**config.mk**
```make
export PLATFORM = sky130hd
export DESIGN_NAME = host_config_packer_flat
export DESIGN_NICKNAME = d
export VERILOG_FILES = /design/src/rtl/host_cfg_pkg.sv /design/src/rtl/host_config_packer_if.sv /design/src/rtl/host_cfg_parity_chk.sv /design/src/rtl/host_config_packer.sv /design/src/flat_wrapper.sv
export SDC_FILE = /design/constraint.sdc
export NUM_CORES = 1
export LEC_CHECK = 0
export CORE_MARGIN = 5
export CORE_UTILIZATION = 47
export DETAILED_ROUTE_END_ITERATION = 6
export GPL_TIMING_DRIVEN = 0
export HOLD_SLACK_MARGIN = 0.06
export PLACE_DENSITY = 0.76
export RECOVER_POWER = 25
export REMOVE_ABC_BUFFERS = 1
export SLEW_MARGIN = 20
export SYNTH_ARGS = -nofsm -noshare
export SYNTH_HDL_FRONTEND = slang
export SYNTH_SLANG_ARGS = --single-unit
```
**constraint.sdc**
```tcl
create_clock -name clk -period 1.72 [get_ports clk]
set_clock_uncertainty 0.1 [all_clocks]
set_input_delay 0.344 -clock clk [delete_from_list [all_inputs] [get_ports clk]]
set_output_delay 0.344 -clock clk [all_outputs]
set_load 0.01 [all_outputs]
```
**src/rtl/host_cfg_pkg.sv**
```systemverilog
// rtl/host_cfg_pkg.sv - shared sizing for the host configuration packer
`ifndef H_C_W
`define H_C_W 72
`endif

package host_cfg_pkg;

  localparam int BEAT_W_DEF = 32;
  localparam int H_C_W_DEF  = `H_C_W;

  function automatic int calc_nb(input int hcw, input int bw);
    return (hcw + bw - 1) / bw;
  endfunction

  // A one-beat frame still needs a 1-bit counter to keep widths legal.
  function automatic int calc_cnt_w(input int nb);
    return (nb > 1) ? $clog2(nb) : 1;
  endfunction

  localparam int NB    = calc_nb(H_C_W_DEF, BEAT_W_DEF);
  localparam int CNT_W = calc_cnt_w(NB);

endpackage

```
**src/rtl/host_config_packer_if.sv**
```systemverilog
// rtl/host_config_packer_if.sv - beat input and frame output handshakes of the packer
`ifndef H_C_W
`define H_C_W 72
`endif

interface host_config_packer_if
  import host_cfg_pkg::*;
#(
  parameter int H_C_W  = `H_C_W,
  parameter int BEAT_W = BEAT_W_DEF
);

  logic              beat_valid;
  logic              beat_ready;
  logic [BEAT_W-1:0] beat_data;
  logic              beat_parity;
  logic              flush;
  logic              cfg_valid;
  logic              cfg_ready;
  logic [H_C_W-1:0]  Host_Config;
  logic              cfg_err;

  modport master (
    output beat_valid, beat_data, beat_parity, flush, cfg_ready,
    input  beat_ready, cfg_valid, Host_Config, cfg_err
  );

  modport slave (
    input  beat_valid, beat_data, beat_parity, flush, cfg_ready,
    output beat_ready, cfg_valid, Host_Config, cfg_err
  );

endinterface

```
**src/rtl/host_cfg_parity_chk.sv**
```systemverilog
// rtl/host_cfg_parity_chk.sv - even-parity check of one configuration beat
module host_cfg_parity_chk
  import host_cfg_pkg::*;
#(
  parameter int BEAT_W = BEAT_W_DEF
) (
  input  logic [BEAT_W-1:0] i_beat_data,
  input  logic              i_beat_parity,
  output logic              o_err
);

  assign o_err = (^i_beat_data) ^ i_beat_parity;

endmodule

```
**src/rtl/host_config_packer.sv**
```systemverilog
// rtl/host_config_packer.sv - packs narrow host beats into the wide configuration word
// Optional beat parity checking is enabled with HOST_CFG_PARITY_EN.
`ifndef H_C_W
`define H_C_W 72
`endif

module host_config_packer
  import host_cfg_pkg::*;
#(
  parameter int H_C_W  = `H_C_W,
  parameter int BEAT_W = BEAT_W_DEF
) (
  input  logic                 clk,
  input  logic                 rst,
  host_config_packer_if.slave  bus
);

  localparam int            NBEATS = calc_nb(H_C_W, BEAT_W);
  localparam int            CW     = calc_cnt_w(NBEATS);
  localparam int            FW     = NBEATS * BEAT_W;
  localparam logic [CW-1:0] LAST   = CW'(NBEATS - 1);

  logic [CW-1:0]    r_cnt;
  logic [FW-1:0]    r_asm;
  logic [H_C_W-1:0] r_host_config;
  logic             r_cfg_valid;

  logic             w_last;
  logic             w_beat_ready;
  logic             w_accept;
  logic             w_final;
  logic             w_frame_bad;
  logic             w_load;
  logic             w_cfg_err;
  logic             w_unused;
  logic [FW:0]      w_frame;

  assign w_last       = (r_cnt == LAST);
  // Only the final beat stalls, and only while the previous frame is still held.
  assign w_beat_ready = !(w_last && r_cfg_valid && !bus.cfg_ready) && !bus.flush;
  assign w_accept     = bus.beat_valid && w_beat_ready;
  assign w_final      = w_accept && w_last;
  assign w_load       = w_final && !w_frame_bad;

  always_comb begin
    w_frame = {1'b0, r_asm};
    w_frame[FW-BEAT_W +: BEAT_W] = bus.beat_data;
  end

  always_ff @(posedge clk) begin
    if (rst) begin
      r_cnt         <= '0;
      r_asm         <= '0;
      r_cfg_valid   <= 1'b0;
      r_host_config <= '0;
    end else begin
      if (bus.flush) begin
        r_cnt <= '0;
      end else if (w_accept) begin
        r_cnt <= w_last ? '0 : r_cnt + 1'b1;
        r_asm[int'(r_cnt) * BEAT_W +: BEAT_W] <= bus.beat_data;
      end
      if (w_load) begin
        r_cfg_valid   <= 1'b1;
        r_host_config <= w_frame[H_C_W-1:0];
      end else if (bus.cfg_ready) begin
        r_cfg_valid <= 1'b0;
      end
    end
  end

`ifdef HOST_CFG_PARITY_EN
  logic w_par_err;
  logic r_bad;
  logic r_cfg_err;

  host_cfg_parity_chk #(.BEAT_W(BEAT_W)) u_parity_chk (
    .i_beat_data   (bus.beat_data),
    .i_beat_parity (bus.beat_parity),
    .o_err         (w_par_err)
  );

  // The final beat's own parity counts toward the frame verdict.
  assign w_frame_bad = r_bad || w_par_err;

  always_ff @(posedge clk) begin
    if (rst) begin
      r_bad     <= 1'b0;
      r_cfg_err <= 1'b0;
    end else begin
      r_cfg_err <= w_final && w_frame_bad;
      if (bus.flush || w_final) begin
        r_bad <= 1'b0;
      end else if (w_accept && w_par_err) begin
        r_bad <= 1'b1;
      end
    end
  end

  assign w_cfg_err = r_cfg_err;
  assign w_unused  = ^{w_frame[FW:H_C_W], r_asm[FW-1 -: BEAT_W]};
`else
  assign w_frame_bad = 1'b0;
  assign w_cfg_err   = 1'b0;
  assign w_unused    = ^{w_frame[FW:H_C_W], r_asm[FW-1 -: BEAT_W], bus.beat_parity};
`endif

  assign bus.beat_ready  = w_beat_ready;
  assign bus.cfg_valid   = r_cfg_valid;
  assign bus.Host_Config = r_host_config;
  assign bus.cfg_err     = w_cfg_err;

endmodule

```
**src/flat_wrapper.sv**
```systemverilog
// flat-port wrapper written by rule: the top's interface ports become plain ports
module host_config_packer_flat import host_cfg_pkg::*;
#(
  parameter int H_C_W  = `H_C_W,
  parameter int BEAT_W = BEAT_W_DEF
)
  (clk, rst, bus_beat_valid, bus_beat_data, bus_beat_parity, bus_flush, bus_cfg_ready, bus_beat_ready, bus_cfg_valid, bus_Host_Config, bus_cfg_err);
  host_config_packer_if #(.H_C_W(H_C_W), .BEAT_W(BEAT_W)) bus_i ();
  input  logic clk;
  input  logic rst;
  input wire logic [$bits(bus_i.beat_valid)-1:0] bus_beat_valid;
  input wire logic [$bits(bus_i.beat_data)-1:0] bus_beat_data;
  input wire logic [$bits(bus_i.beat_parity)-1:0] bus_beat_parity;
  input wire logic [$bits(bus_i.flush)-1:0] bus_flush;
  input wire logic [$bits(bus_i.cfg_ready)-1:0] bus_cfg_ready;
  output wire logic [$bits(bus_i.beat_ready)-1:0] bus_beat_ready;
  output wire logic [$bits(bus_i.cfg_valid)-1:0] bus_cfg_valid;
  output wire logic [$bits(bus_i.Host_Config)-1:0] bus_Host_Config;
  output wire logic [$bits(bus_i.cfg_err)-1:0] bus_cfg_err;
  assign bus_i.beat_valid = bus_beat_valid;
  assign bus_i.beat_data = bus_beat_data;
  assign bus_i.beat_parity = bus_beat_parity;
  assign bus_i.flush = bus_flush;
  assign bus_i.cfg_ready = bus_cfg_ready;
  assign bus_beat_ready = bus_i.beat_ready;
  assign bus_cfg_valid = bus_i.cfg_valid;
  assign bus_Host_Config = bus_i.Host_Config;
  assign bus_cfg_err = bus_i.cfg_err;
  host_config_packer #(.H_C_W(H_C_W), .BEAT_W(BEAT_W)) u_core (.clk(clk), .rst(rst), .bus(bus_i));
endmodule
```
---- Word-level counts from Yosys, hierarchy flattened ----
Index checks and enable logic that the tools add are counted.
storage, ports and cells
  flip-flop bits (word level) ............. 171
  latch bits .............................. 0
  RAM bits ................................ 0
  ROM bits ................................ 0
  bits of input ports ..................... 38
  output and inout bits ................... 75
  word-level logic and storage cells ...... 25
  memories kept ........................... 0
cells by class
  add/subtract/negate cells ............... 2
  multipliers ............................. 0
  divide/modulo/power cells ............... 0
  $lt $le $gt $ge ......................... 0
  equality and inequality tests ........... 1
  shifts and indexed selects .............. 2
  muxes and demuxes ....................... 4
  bitwise gates (word level) .............. 1
  reduce and logical (&&, ||, !) cells .... 11
operator list
  cell                        count
  $bwmux W96                  1
  $shift A32 B33 Y96 const A  1
  $shiftx A32 B33 Y96         1
  $neg A7 Y33                 1
  $logic_and A1 B1 Y1         5
  $logic_not A1 Y1            3
  $add A2 B1 Y2 const B       1
  $eq A2 B2 Y1 const B        1
  $mux W1                     2
  $mux W2                     1
  $reduce_and A2 Y1           1
  $reduce_bool A2 Y1          1
  $reduce_or A2 Y1            1
  $not A1 Y1                  1

---- Longest topological paths before layout ----
Gate-level depths: netlist (run 1).
  depth after elaboration ................. 8
  depth in mapped cells ................... 7
  depth with buffers taken out ............ 5

---- Worst setup path before layout (run 1) ----
OpenSTA, ideal clock, no wires.
  kind .................................... register to register
  from .................................... reg u_core.r_cnt[0]
  to ...................................... reg u_core.r_asm[10]
  library setup time ...................... 0.072 ns
  data arrival time ....................... 1.516 ns
  required time ........................... 1.548 ns
  slack ................................... 0.032 ns
  cell stages (with the launch flop) ...... 7
  buffers on the path ..................... 1
  period minus slack after synthesis ...... 1.688 ns
  path through ............................ dfxtp_1 -> inv_1 -> ha_1 -> nor3b_2 -> clkbuf_1 -> nand2_1 -> mux2i_1
on the way
  cells in the longest elaborated chain, start to end .. 7
  elaborated cells between the ends (all ways) .. 11
  classes of those cells .................. add/sub: 1; eq/ne: 1; shift: 2; mux: 1; reduce/logical: 6
ends and longest elaborated chain
  item                                                 line                      text
  start, declared                                      host_config_packer.sv:23  logic [CW-1:0] r_cnt;
  start signal, assigned                               host_config_packer.sv:60  r_cnt <= w_last ? '0 : r_cnt + 1'b1;
  branches (longest 7 deep; another with $neg A7 Y33)  -
  end signal, assigned by index                        host_config_packer.sv:61  r_asm[int'(r_cnt) * BEAT_W +: BEAT_W] <= bus.beat_data;
  end, declared                                        host_config_packer.sv:24  logic [FW-1:0] r_asm;
Parallel ways; which one is timed is not known.
A chain may end at the register's enable or synchronous reset.

---- Worst setup path after layout (run 1) ----
  from .................................... in bus_beat_valid
  to ...................................... reg u_core.r_cfg_valid (netlist: u_core.bus.cfg_valid)
on the way
  cells in the longest elaborated chain, start to end .. 3
  elaborated cells between the ends (all ways) .. 4
  classes of those cells .................. mux: 1; reduce/logical: 3
ends and longest elaborated chain
  item                                                  line                      text
  start, declared                                       flat_wrapper.sv:11        input wire logic [$bits(bus_i.beat_valid)-1:0] bus_beat_valid;
  $logic_and A1 B1 Y1 (*)                               host_config_packer.sv:41  assign w_accept = bus.beat_valid && w_beat_ready;
  $logic_and A1 B1 Y1 (*)                               host_config_packer.sv:42  assign w_final = w_accept && w_last;
  $mux W1 / $reduce_bool A2 Y1 (equally long branches)  -
  end signal, assigned                                  host_config_packer.sv:54  r_cfg_valid <= 1'b0;
  end signal, assigned                                  host_config_packer.sv:64  r_cfg_valid <= 1'b1;
  end signal, assigned                                  host_config_packer.sv:67  r_cfg_valid <= 1'b0;
  end, declared                                         host_config_packer.sv:26  logic r_cfg_valid;
Every way passes the cells marked *; elsewhere a longest branch is shown, timed or not.

==> metrics.txt, run 1 <==
status=finished with violations; violated checks=setup timing; post-synthesis sequential area ratio=47.0%; first-iteration detailed-routing DRC count=213; M1 wire length=6370 um; pwr dens=887 nW/um^2; fin crit period=1770 ps; Critical Path Start=bus_beat_valid; Synth Area in Compound Gates=0.0845%; WL met3=576 um; detailed-route via count=4235; Nets=735; overall global routing resource usage=19.7%; full die area=14900 um^2; CP Max Fanout=11; Min-Delay Path Class=reg -> reg; crit end category=flip-flop; Max Slew Vio Count=0; Mapped Avg Cell Area=10.3 um^2; Clock Path Buffers=2; Area Growth Syn to Fin=33.0%; Clk pin slew, worst setup/hold paths=50 ps; Synth Instances=577; first-pass GRT wire length=22500 um; final hold vios=0; Die W=122 um; Congestion Overflow GR=0; combinational family with the most area after synthesis=simple AND/OR/NAND/NOR gates; # hold bufs at CTS=0; crit path DAT=1990 ps; mux share of post-synthesis cell area=23.5%; top area cells in the synthesized netlist=dfxtp_1 47%, mux2i_1 22%, nand2b_1 14%, nand2_1 4.4%, nor2b_1 4.3%; routed len/inst=16.6 um; hpwl dp=8220 um; Max Fclk=0.565 GHz; ant diodes=0; Netlist cell types=24; # setup viols final=8; clock root buffer=clkbuf_16; Post-Synth Simple-Gate Area=23.7%; R2R setup slack=-10 ps; Antenna Nets Post-Route=0; CP endpoint=u_core.bus.cfg_valid$_SDFFE_PP0P_; Max Cap Viol=0; met2 WL=7330 um; synthesis warning total=0; Critical Path RT=1940 ps; Peak supply drop=0.570 mV; I/O pin cnt=113; origin of the critical flop-to-flop path=u_core.r_cnt[0]$_SDFFE_PP0N_; core area=12500 um^2; DRC violations left=0; reg2reg path depth=8; share of cells above drive strength 1=11.1%; Crit Path Class=in -> reg; final period utilization=103%; GPL Wtd Cong=0.721; largest net degree at the start of global routing=93; clock sink count=139; top routing layer in use=met4; # rows=41; Detailed Route WL=14500 um; initial antenna violation count=0; FF+latch count, synth=139; htree depth=4; adder-cell share of the synthesized area=1.06%; die height=122 um; Worst setup SP type=input pin; DR pass1 iterations=4; RSZ-0062 raised after global routing=yes; CTS tree=yes; vias in the first global route=4406; RR Endpoint=u_core.r_asm[25]$_SDFFE_PP0P_; Final WS setup=-48.9 ps; initial core utilization=47.5%; Mapped Area=5920 um^2; routed vias/inst=4.85; Pleak=3.34 nW; Synth Area in XOR/XNOR=0%; total negative slack=-132 ps; Worst-Skew Late Latency=410 ps; Final Util=63.1%; top cell type's share of synthesized area=47.0%; PortBufs=110; CTS buffer count=17; Yosys top cell by area=dfxtp_1
synth_stat cells:
cell / number
a21oi_1: 1
and3_1: 2
and3_4: 1
and3b_1: 1
buf_12: 1
buf_2: 10
buf_4: 3
buf_6: 8
clkbuf_1: 21
conb_1: 1
dfxtp_1: 139
ha_1: 5
inv_1: 2
mux2_2: 8
mux2i_1: 130
nand2_1: 69
nand2b_1: 128
nand2b_4: 1
nand3_2: 1
nand3b_1: 1
nor2_1: 1
nor2b_1: 41
nor2b_2: 1
nor3b_2: 1
layout by cell type, fill, tap and decap left out:
master           count
ha_1                 2
buf_8                1
ha_4                 2
dfxtp_4              1
nor2_1               1
nand2b_4             1
nand2_1             69
inv_2                1
nand3_1              1
dfxtp_1            137
clkbuf_4             2
clkdlybuf4s25_1      1
clkbuf_8             5
and3b_4              2
a21oi_1              1
ha_2                 1
dfxtp_2              1
clkdlybuf4s50_1     34
mux2_2               8
inv_6                1
clkbuf_1             5
mux2i_1            130
clkbuf_16           17
nor2b_1             40
nor2b_4              2
and3_4               5
buf_6                3
nand3b_1             1
buf_4               10
clkinv_2             2
buf_12              10
nor3b_4              1
conb_1               1
nand3_4              1
nand2b_1           128
buf_16               1
dlygate4sd2_1       73
worst min-delay path by stage:
stage | start | end | slack, ps | cells past startpoint
floorplan | rst | u_core.bus.cfg_valid$_SDFFE_PP0P_ | 310 | 1
global placement | u_core.bus.Host_Config[51]$_SDFFE_PP0P_ | u_core.bus.Host_Config[51]$_SDFFE_PP0P_ | 360 | 2
detailed placement | u_core.bus.Host_Config[50]$_SDFFE_PP0P_ | u_core.bus.Host_Config[50]$_SDFFE_PP0P_ | 360 | 2
CTS | rst | u_core.bus.cfg_valid$_SDFFE_PP0P_ | 280 | 2
global route | u_core.bus.Host_Config[50]$_SDFFE_PP0P_ | u_core.bus.Host_Config[50]$_SDFFE_PP0P_ | 390 | 2
finish | u_core.bus.Host_Config[51]$_SDFFE_PP0P_ | u_core.bus.Host_Config[51]$_SDFFE_PP0P_ | 370 | 2
worst max-delay path, cell delays in order:
cell,delay (ps)
clkdlybuf4s50_1,490
nor2b_4,180
buf_12,140
buf_4,110
nand3_1,160
clkbuf_4,310
a21oi_1,250
stage by stage:
stage	total power, mW	setup WS (ps)	hold WS (ps)	cell area [um^2]	instances
after floorplan	3.55	-712	313	5660	534
after global placement	3.74	-3210	360	6970	816
after detailed placement	3.75	-715	363	7080	821
after CTS	7.03	-79.9	276	7760	866
after global routing	7.23	-98.9	392	7870	874
final	6.98	-48.9	366	7870	874
sequential cells by signal, indices dropped and copies added (netlist names):
signal,flops
u_core.bus.Host_Config,72
u_core.r_asm,64
u_core.r_cnt,2
u_core.bus.cfg_valid,1
cell type report:
class,count,area [um^2]
Clock buffer,27,513
Clock inverter,2,10.0
Fill cell,1021,4600
Inverter,2,12.5
Multi-Input combinational cell,397,2980
Sequential cell,139,2790
Tap cell,172,215
Timing Repair Buffer,135,1360
routing by layer:
metal / up-vias / GRT usage (%)
met1: 2023 / 23.0
met2: 86 / 33.6
met5: - / 0
met4: 0 / 8.19
li1: 2106 / -
met3: 20 / 5.94
cell families (layout without fill, tap and decap cells):
kind of cell / after synthesis / after routing
buffers and inverters: 45 / 166
multiplexers: 138 / 138
other: 1 / 1
AND/OR/NAND/NOR: 248 / 252
adder cells (fa/ha/maj): 5 / 5
flip-flops: 139 / 139
AO/OA/AOI/OAI: 1 / 1
where the power goes:
| part | switching [mW] | total (mW) | internal, mW |
|---|---|---|---|
| clock network | 1.25 | 3.25 | 2.01 |
| logic | 0.212 | 0.454 | 0.243 |
| registers | 0.0115 | 3.27 | 3.26 |
| total | 1.47 | 6.98 | 5.51 |
repair_timing:
action / 4_1_cts / 5_1_grt
endpoints found under the setup margin: 210 / 73
cloned: 4 / 1
setup buffers: 12 / 7
pin swaps: 7 / 4
gates resized for setup: 94 / 10
No activity file was read; power rests on OpenSTA's default activity.
==> run 2, diff against run 1 <==
--- a/constraint.sdc
+++ b/constraint.sdc
@@ -3,3 +3,3 @@
 set_input_delay 0.344 -clock clk [delete_from_list [all_inputs] [get_ports clk]]
 set_output_delay 0.344 -clock clk [all_outputs]
-set_load 0.01 [all_outputs]
+set_load 0.02 [all_outputs]
==> run 2 against run 1 <==
  * The run still ends with setup timing left
  * Core utilization up 0.48 points
  * Cell count decreased by 0.11%
  * Maximum frequency shrank 6.8%
  * Worst setup slack got worse by 130 ps
  * Combinational power rose by 9.5%
==> metrics.txt, run 2 (synthesis gave the netlist of run 1 again) <==
crit path DAT=1450 ps (was 1990 ps); die height=122 um (unchanged); Antenna Nets Post-Route=0 (unchanged); Worst-Skew Late Latency=410 ps (about the same); I/O pin cnt=113 (unchanged); initial core utilization=47.5% (unchanged); fin crit period=1900 ps (was 1770 ps); leading cell types in the layout, fill and taps excluded=137 x dfxtp_1, 129 x mux2i_1, 128 x nand2b_1, 73 x dlygate4sd2_1, 69 x nand2_1 (was 137 x dfxtp_1, 130 x mux2i_1, 128 x nand2b_1, 73 x dlygate4sd2_1, 69 x nand2_1); clock root buffer=clkbuf_16 (unchanged); CP Max Fanout=3 (was 11); core area=12500 um^2 (unchanged); Peak supply drop=0.563 mV (was 0.570 mV); PortBufs=110 (unchanged); detailed-route via count=4290 (was 4235); Detailed Route WL=14800 um (was 14500 um); routed len/inst=17.0 um (was 16.6 um); total negative slack=-232 ps (was -132 ps); full die area=14900 um^2 (unchanged); first-pass GRT wire length=23100 um (was 22500 um); vias in the first global route=4453 (was 4406); Crit Path Class=reg -> out (was in -> reg); initial antenna violation count=0 (unchanged); Clk pin slew, worst setup/hold paths=50 ps (about the same); Pleak=3.38 nW (was 3.34 nW); Nets=734 (was 735); reg2reg path depth=7 (was 8); placed cell area=7080 um^2 (unchanged); max reg flops=72 (unchanged); commonest non-fill, non-tap cell in the layout=dfxtp_1 (unchanged); Die W=122 um (unchanged); # setup viols final=6 (was 8); hpwl dp=8220 um (unchanged); final hold vios=0 (unchanged); sw frac=21.4% (was 21.1%); # rows=41 (unchanged); Max Cap Viol=0 (unchanged); violated checks=setup timing (unchanged); WHS=368 ps (was 366 ps); Area Growth Syn to Fin=34.0% (was 33.0%); non-filler instance count after layout=873 (was 874); Worst setup SP type=flip-flop (was input pin); crit end category=output pin (was flip-flop); critical path's slowest cell=dfxtp_4 (was clkdlybuf4s50_1); DRC violations left=0 (unchanged); status=finished with violations (unchanged); pwr dens=888 nW/um^2 (was 887 nW/um^2); largest stage delay on the critical path=370 ps (was 490 ps); htree depth=4 (unchanged); clock sink count=139 (unchanged); RSZ-0062 raised after global routing=yes (unchanged); Critical Path RT=1280 ps (was 1940 ps); Max Fclk=0.527 GHz (was 0.565 GHz); overall global routing resource usage=20.3% (was 19.7%); first-iteration detailed-routing DRC count=246 (was 213); ant diodes=0 (unchanged); Max Slew Vio Count=0 (unchanged); part of the power in registers=46.5% (was 46.9%); Clock Path Buffers=2 (unchanged); placed cells=821 (unchanged); CTS buffer count=17 (unchanged); Sw Pwr=1.50 mW (was 1.47 mW); Design Area, Final=7930 um^2 (was 7870 um^2); routed vias/inst=4.91 (was 4.85); R2R setup slack=-20 ps (was -10 ps); Congestion Overflow GR=0 (unchanged); CP Cell Sequence=inv_6 > ha_4 > nand3b_1 > nor2b_4 > buf_6 (was clkdlybuf4s50_1 > nor2b_4 > buf_12 > buf_4 > nand3_1 > clkbuf_4 > a21oi_1); CP endpoint=bus_beat_ready (was u_core.bus.cfg_valid$_SDFFE_PP0P_); Comb power frac=7.1% (was 6.5%); CTS tree=yes (unchanged); DR pass1 iterations=4 (unchanged); largest net degree at the start of global routing=93 (unchanged); RR Endpoint=u_core.r_asm[5]$_SDFFE_PP0P_ (was u_core.r_asm[25]$_SDFFE_PP0P_); GPL Wtd Cong=0.721 (unchanged); Final WS setup=-177 ps (was -48.9 ps); Critical Path Start=u_core.r_cnt[0]$_SDFFE_PP0N_ (was bus_beat_valid); Min-Delay Path Class=reg -> reg (unchanged); Clk pwr share=46.5% (was 46.6%); share of cells above drive strength 1=11.3% (was 11.1%); Final Power=7.04 mW (was 6.98 mW); final period utilization=110% (was 103%); Cell Int Power=5.53 mW (was 5.51 mW); origin of the critical flop-to-flop path=u_core.r_cnt[0]$_SDFFE_PP0N_ (unchanged)
-- run 2: cell count changes in the layout (fill, tap and decap cells not counted), sizes merged --
| cell | previous run | this run |
|---|---|---|
| clkbuf | 29 | 28 |
| clkdlybuf4s25 | 1 | 0 |
| dlymetal6s2s | 0 | 1 |
-- run 2: metrics by stage --
stage               setup WS, ps  utilization (%)
floorplan                   -713                -
global placement           -3210             55.9
detailed placement          -715             56.8
CTS                         -137             62.7
global route                -219             63.6
finish                      -177             63.6
-- run 2: cell type report --
class	instances	area (um^2)
clock buffer	27	513
tap	172	215
fill	1006	4540
clock inverter	2	10.0
inverter	2	15.0
multi-input combinational	397	3010
sequential	139	2790
timing repair buffer	134	1380
-- run 2: power by group through the flow --
| stage | sequential [mW] | clock [mW] | combinational (mW) |
|---|---|---|---|
| after global routing | 3.27 | 3.47 | 0.530 |
| final | 3.27 | 3.27 | 0.497 |
| after global placement | 3.34 | 0 | 0.398 |
| after detailed placement | 3.34 | 0 | 0.409 |
| after CTS | 3.27 | 3.33 | 0.476 |
| after floorplan | 3.34 | 0 | 0.208 |
-- run 2: what timing repair did --
item / 4_1_cts / 5_1_grt
resized for setup: 101 / 17
buffers inserted: 12 / 5
gates cloned: 7 / 1
hold endpoints to repair: 0 / 0
pin swaps: 7 / 1
endpoints found under the setup margin: 211 / 67
hold buffers: 0 / 0
-- run 2: worst min-delay path by stage --
stage / start / end / slack (ps) / depth (start not counted)
after floorplan: rst / u_core.bus.cfg_valid$_SDFFE_PP0P_ / 310 / 1
after CTS: rst / u_core.bus.cfg_valid$_SDFFE_PP0P_ / 280 / 2
after detailed placement: u_core.bus.Host_Config[50]$_SDFFE_PP0P_ / u_core.bus.Host_Config[50]$_SDFFE_PP0P_ / 360 / 2
after global placement: u_core.bus.Host_Config[51]$_SDFFE_PP0P_ / u_core.bus.Host_Config[51]$_SDFFE_PP0P_ / 360 / 2
final: u_core.bus.Host_Config[51]$_SDFFE_PP0P_ / u_core.bus.Host_Config[51]$_SDFFE_PP0P_ / 370 / 2
after global routing: u_core.bus.Host_Config[50]$_SDFFE_PP0P_ / u_core.bus.Host_Config[50]$_SDFFE_PP0P_ / 390 / 2
-- run 2: critical path, delay by kind of cell (launching register included) --
kind,cells,cell delay [ps]
adder cells (fa/ha/maj),1,150
buffers and inverters,2,180
flip-flops,1,370
AND/OR/NAND/NOR,2,360
-- run 2: metal layers --
layer / vias up / wire length (um) / global-route usage (%)
li1: 2111 / - / -
met1: 2051 / 6480 / 24.0
met2: 101 / 7370 / 34.8
met3: 27 / 636 / 5.81
met4: 0 / 313 / 7.63
met5: - / 0 / 0
